## src/rtl/prod_accum.sv

```systemverilog
//==============================================================================
// prod_accum
//------------------------------------------------------------------------------
// Accumulates COUNT consecutive signed products from the multiplier output
// register into an ACC_W-bit signed sum. Each completed sum is presented to the
// result sink through a valid/ready handshake. A new group can complete in the
// same cycle the previous sum is consumed, so the block streams without bubbles.
//
// Parameters
//   IN_W   width of the signed input product
//   ACC_W  width of the signed accumulator and out_sum (ACC_W >= IN_W)
//   COUNT  products per completed sum (COUNT >= 1)
//
// Ports
//   clk        in   rising-edge clock
//   reset      in   synchronous, active-high reset
//   in_prod    in   signed product from the multiplier
//   in_valid   in   in_prod is valid this cycle
//   in_ready   out  block accepts in_prod this cycle
//   out_sum    out  signed sum of COUNT products
//   out_ovf    out  signed overflow occurred somewhere in this group
//   out_valid  out  out_sum/out_ovf are valid
//   out_ready  in   sink accepts out_sum this cycle
//
// Build option
//   SATURATE_EN  defined: each accumulation step clamps to the ACC_W signed
//                range on overflow, and the clamped value feeds the next step.
//                undefined: two's-complement wrap.
//   out_ovf reports overflow the same way in both builds.
//==============================================================================
`timescale 1ns/1ps

module prod_accum #(
    parameter int IN_W  = 8,
    parameter int ACC_W = 16,
    parameter int COUNT = 4
) (
    input  logic                    clk,
    input  logic                    reset,
    input  logic signed [IN_W-1:0]  in_prod,
    input  logic                    in_valid,
    output logic                    in_ready,
    output logic signed [ACC_W-1:0] out_sum,
    output logic                    out_ovf,
    output logic                    out_valid,
    input  logic                    out_ready
);

    localparam int               CNT_W    = (COUNT > 1) ? $clog2(COUNT) : 1;
    localparam logic [CNT_W-1:0] CNT_LAST = CNT_W'(COUNT - 1);

    logic signed [ACC_W-1:0] r_acc;
    logic [CNT_W-1:0]        r_cnt;
    logic                    r_ovf_acc;
    logic signed [ACC_W-1:0] r_out_sum;
    logic                    r_out_ovf;
    logic                    r_out_valid;

    logic                    w_accept;
    logic                    w_last;
    logic [ACC_W:0]          w_prod_ext;
    logic [ACC_W:0]          w_nxt;
    logic                    w_step_ovf;
    logic [ACC_W-1:0]        w_res;

    // The output register can take a new sum when it is empty or being drained
    // this very cycle, which is what gives back-to-back groups full throughput.
    assign in_ready = !r_out_valid || out_ready;
    assign w_accept = in_valid && in_ready;
    assign w_last   = (r_cnt == CNT_LAST);

    // One guard bit above the accumulator: the step overflowed exactly when the
    // guard bit disagrees with the accumulator's sign bit.
    assign w_prod_ext = {{(ACC_W + 1 - IN_W){in_prod[IN_W-1]}}, in_prod};
    assign w_nxt      = {r_acc[ACC_W-1], r_acc} + w_prod_ext;
    assign w_step_ovf = w_nxt[ACC_W] ^ w_nxt[ACC_W-1];

    // NOTE: every signal driven from always_comb gets a default assignment at
    // the top, so no path through the block can leave it holding a value and
    // infer a latch.
    always_comb begin
        w_res = w_nxt[ACC_W-1:0];
`ifdef SATURATE_EN
        // The guard bit holds the true sign of the overflowed result, so it
        // selects which rail to clamp to.
        if (w_step_ovf) begin
            w_res = w_nxt[ACC_W] ? {1'b1, {(ACC_W-1){1'b0}}}
                                 : {1'b0, {(ACC_W-1){1'b1}}};
        end
`endif
    end

    // NOTE: state registers are updated with non-blocking assignments only, so
    // every read in this block sees the value from before the clock edge and
    // ordering of statements cannot change behaviour.
    always_ff @(posedge clk) begin
        if (reset) begin
            r_acc       <= '0;
            r_cnt       <= '0;
            r_ovf_acc   <= 1'b0;
            r_out_sum   <= '0;
            r_out_ovf   <= 1'b0;
            r_out_valid <= 1'b0;
        end else begin
            // Drain first; a completion in the same cycle overrides it below.
            if (r_out_valid && out_ready) begin
                r_out_valid <= 1'b0;
            end

            if (w_accept) begin
                if (w_last) begin
                    r_out_sum   <= w_res;
                    r_out_ovf   <= r_ovf_acc | w_step_ovf;
                    r_out_valid <= 1'b1;
                    r_acc       <= '0;
                    r_cnt       <= '0;
                    r_ovf_acc   <= 1'b0;
                end else begin
                    r_acc       <= w_res;
                    r_cnt       <= r_cnt + 1'b1;
                    r_ovf_acc   <= r_ovf_acc | w_step_ovf;
                end
            end
        end
    end

    assign out_sum   = r_out_sum;
    assign out_ovf   = r_out_ovf;
    assign out_valid = r_out_valid;

endmodule
```

## config.mk

```make
export PLATFORM = sky130hd
export DESIGN_NAME = prod_accum
export DESIGN_NICKNAME = d
export VERILOG_FILES = /design/src/rtl/prod_accum.sv
export SDC_FILE = /design/constraint.sdc
export NUM_CORES = 1
export LEC_CHECK = 0
export BUFFER_PORTS_ARGS = -buffer_cell sky130_fd_sc_hd__buf_2
export CORE_MARGIN = 2
export CORE_UTILIZATION = 51
export DETAILED_ROUTE_END_ITERATION = 6
export GPL_ROUTABILITY_DRIVEN = 0
export PLACE_DENSITY_LB_ADDON = 0.2
export SYNTH_ARGS = -nofsm -noshare
export SYNTH_HDL_FRONTEND = slang
export SYNTH_SLANG_ARGS = --single-unit
```

## constraint.sdc

```tcl
create_clock -name clk -period 2.4 [get_ports clk]
set_input_delay 0.24 -clock clk [delete_from_list [all_inputs] [get_ports clk]]
set_output_delay 0.24 -clock clk [all_outputs]
set_load 0.01 [all_outputs]
```

==> results.tsv <==
stage	metric	value	unit
clock_network	cts_hold_buffers	0	
global_routing	antenna_found_initial	0	
floorplanning	core_area	3744	um^2
synth	seq_area_frac_synth	36.54	%
sta	slew_headroom	54.46	%
synth	synth_area_leader_cell	dfxtp_1	
floorplanning	num_rows	22	
power	vdd_drop_max	0.4363	mV
routing	vias	1844	
routing	drt_iter0_drc	76	
synth	synthTopCellsByCount	dfxtp_1 (37), nand2_1 (37), a21oi_1 (32), nor2_1 (22), ha_1 (17)	
finish	drive_above_1_share	18.75	%
finish	nets	301	
worst_setup_path	slowest_stage	fa_2	
routing	first_pass_iters	4	
worst_setup_path	crit_fanout	3	
synth	syn_nets	269	
worst_setup_path	r2r_end	r_acc[14]	
worst_setup_path	crit_start	r_acc[0]	
flow_run	drv_cap	0	
routing	wirelength	4.595	mm
worst_hold_path	hold-path-cell-count	3	
worst_setup_path	reg2reg_depth	9	
routing	final_antenna_net_count	0	
floorplanning	die_y	67.04	um
clock_network	cts_buffers	5	
sta	worst_pin_slew	0.6815	ns
worst_hold_path	min_to	out_valid	
outcome	status	finished clean	
synth	syn_avg_cell_area	8.481	um^2
worst_hold_path	hp-class	in -> reg	
finish	fillers	357	
clock_network	clk_pin_slew	0.08	ns
global_routing	grt_pass1_wl	7.576	mm
clock_network	ctsHtreeMaxLevel	2	
synth	postSynthCellCount	239	
synth	synth_top_area_share	36.54	%
synth	ys_types	38	
sta	period_needed	2.284	ns
routing	viasPerCell	5.763	
synth	synth-edff-count	0	
worst_setup_path	worst_setup_path_end_kind	flop	
worst_setup_path	cp_num_buf_inv	0	
sta	fin_crit_sh	95.17	%
sta	finalHoldViolations	0	
clock_network	cts_num_sinks	37	
worst_setup_path	required	2.59	ns
finish	diodes	0	
clock_network	tritoncts	done	
floorplanning	die_w	67.04	um
sta	clock-skew-final	0.01179	ns
synth	synth.area.top_cells	dfxtp_1 (37%), ha_1 (10%), a21oi_1 (7.9%), nand2_1 (6.9%), xnor2_1 (4.3%)	
synth	synthArstFlopShare	0	%
sta	fmax	437.8	MHz
floorplanning	ios	31	
worst_setup_path	critPathKind	reg -> reg	
routing	drc	0	
sta	hold_slack	0.2976	ns
clock_network	cts_setup_buffers	0	
worst_setup_path	crit_chain	ha_1 -> fa_2 -> a21o_1 -> a221oi_4 -> nor2_2 -> a211oi_4 -> mux2i_1 -> and2_1 -> a22o_1	
placement	place_inst	312	
worst_setup_path	r2r_slack	0.12	ns
routing	wl_per_cell	14.36	um
worst_setup_path	r2r-start	r_acc[0]	
floorplanning	dieArea	4494	um^2
placement	portBuffers	30	
placement	dpl.hpwl	3.324	mm
sta	rsz0062_at_grt	no	
synth	synthesis.area	2027	um^2
power	power_density	750.4	nW/um^2
worst_setup_path	cpPeakStageDelay	0.35	ns
worst_hold_path	hp-start	out_ready	
global_routing	grt_max_degree	35	
sta	setup-violations-final	0	
power	p_leak	0.001068	uW
synth	ys_ff_latch	37	
finish	regArea	740.7	um^2
finish	syn2layout_area_growth	16.98	%
global_routing	grt_usage	22.56	%
sta	drv_slew	0	
finish	multi_input_area	1244	um^2
worst_setup_path	arrival	2.48	ns
synth	yosys_most_used_dff	dfxtp_1	
global_routing	overflow	0	
floorplanning	start_util	54.14	%
synth	yosysWarnings	0	
finish	layoutNonFillerInstCount	320	
worst_setup_path	worstSetupStartpointType	flop	
global_routing	grt_pass1_vias	1707	
clock_network	insertion_delay	0.29	ns
clock_network	clockRootBuffer	clkbuf_8	
worst_setup_path	critical_path.top_delay_family	compound AO/OA/AOI/OAI gates	
clock_network	clock_path_buffers	2	
[sequential cells by signal, summed over array words and instances, names as in the netlist]
register,count
out_sum,16
r_acc,16
r_cnt,2
out_ovf,1
out_valid,1
r_ovf_acc,1
[cells by family after synthesis]
| group | share of synthesized area (%) |
|---|---|
| mux | 0.4938 |
| simple gates | 17.96 |
| compound gates | 25.06 |
| buf+inv | 2.407 |
| xor+xnor | 6.049 |
| flops | 36.54 |
| fa+ha+maj | 11.48 |
[layout make-up]
type | instances | share of cell area [%]
Timing Repair Buffer | 37 | 8.549
Inverter | 1 | 0.1583
Tap cell | 48 | 2.533
Sequential cell | 37 | 31.24
Clock buffer | 6 | 3.483
Multi-Input combinational cell | 189 | 52.45
Clock inverter | 2 | 1.583
[worst reg2reg max path, cell delays in order, from the launching register on]
cell      delay (ns)
dfxtp_1         0.32
ha_1            0.21
fa_2            0.35
a21o_1          0.21
a221oi_4        0.26
nor2_2          0.09
a211oi_4        0.25
mux2i_1         0.14
and2_1          0.15
a22o_1          0.21
[repair_timing]
item                       CTS  global route
setup endpoints to repair    1             4
pin swaps                    1             2
cloned                       0             0
gates resized for setup      1             1
[how the worst max path moves through the flow]
stage,endpoint,slack [ns],depth (start not counted)
2_1_floorplan,r_ovf_acc,0.05,9
3_3_place_gp,r_ovf_acc,-0.004,10
3_5_place_dp,r_ovf_acc,-0.05,10
4_1_cts,r_acc[14],0.04,9
5_1_grt,r_acc[8],0.003,10
6_report,r_acc[14],0.12,9
[layout by cell type (no fill, tap or decap), drive strengths merged, types with 5 or more instances in the layout]
cell type / n
nand2: 37
dfxtp: 37
buf: 37
a21oi: 32
nor2: 23
ha: 17
xnor2: 10
a21o: 8
a211oi: 7
a22oi: 6
clkbuf: 6
nor3: 5
a22o: 5
[routing by layer]
| metal | track usage, % | part of all wire, % | vias to the layer above |
|---|---|---|---|
| li1 | - | - | 922 |
| met1 | 30.21 | 48 | 869 |
| met2 | 35.02 | 45 | 42 |
| met3 | 3.885 | 4.2 | 11 |
| met4 | 10.46 | 1.9 | 0 |
| met5 | 0 | 0 | - |
[through the flow]
stage	cell area [um^2]	util (%)	total power [uW]	TNS [ns]	setup WS (ns)
after floorplan	2027	-	1098	0	0.04626
after global placement	2245	59.96	1207	-0.003973	-0.003973
after detailed placement	2245	59.96	1214	-0.05584	-0.05136
after CTS	2369	63.27	1788	0	0.04478
after global routing	2371	63.34	1882	0	0.003082
final	2371	63.34	1779	0	0.1158
[report_power, final]
part / switching, uW / internal, uW
Clock: 229 / 338
Combinational: 295 / 229
Sequential: 27.1 / 662
Note: power is estimated with default switching activity, not from simulation.
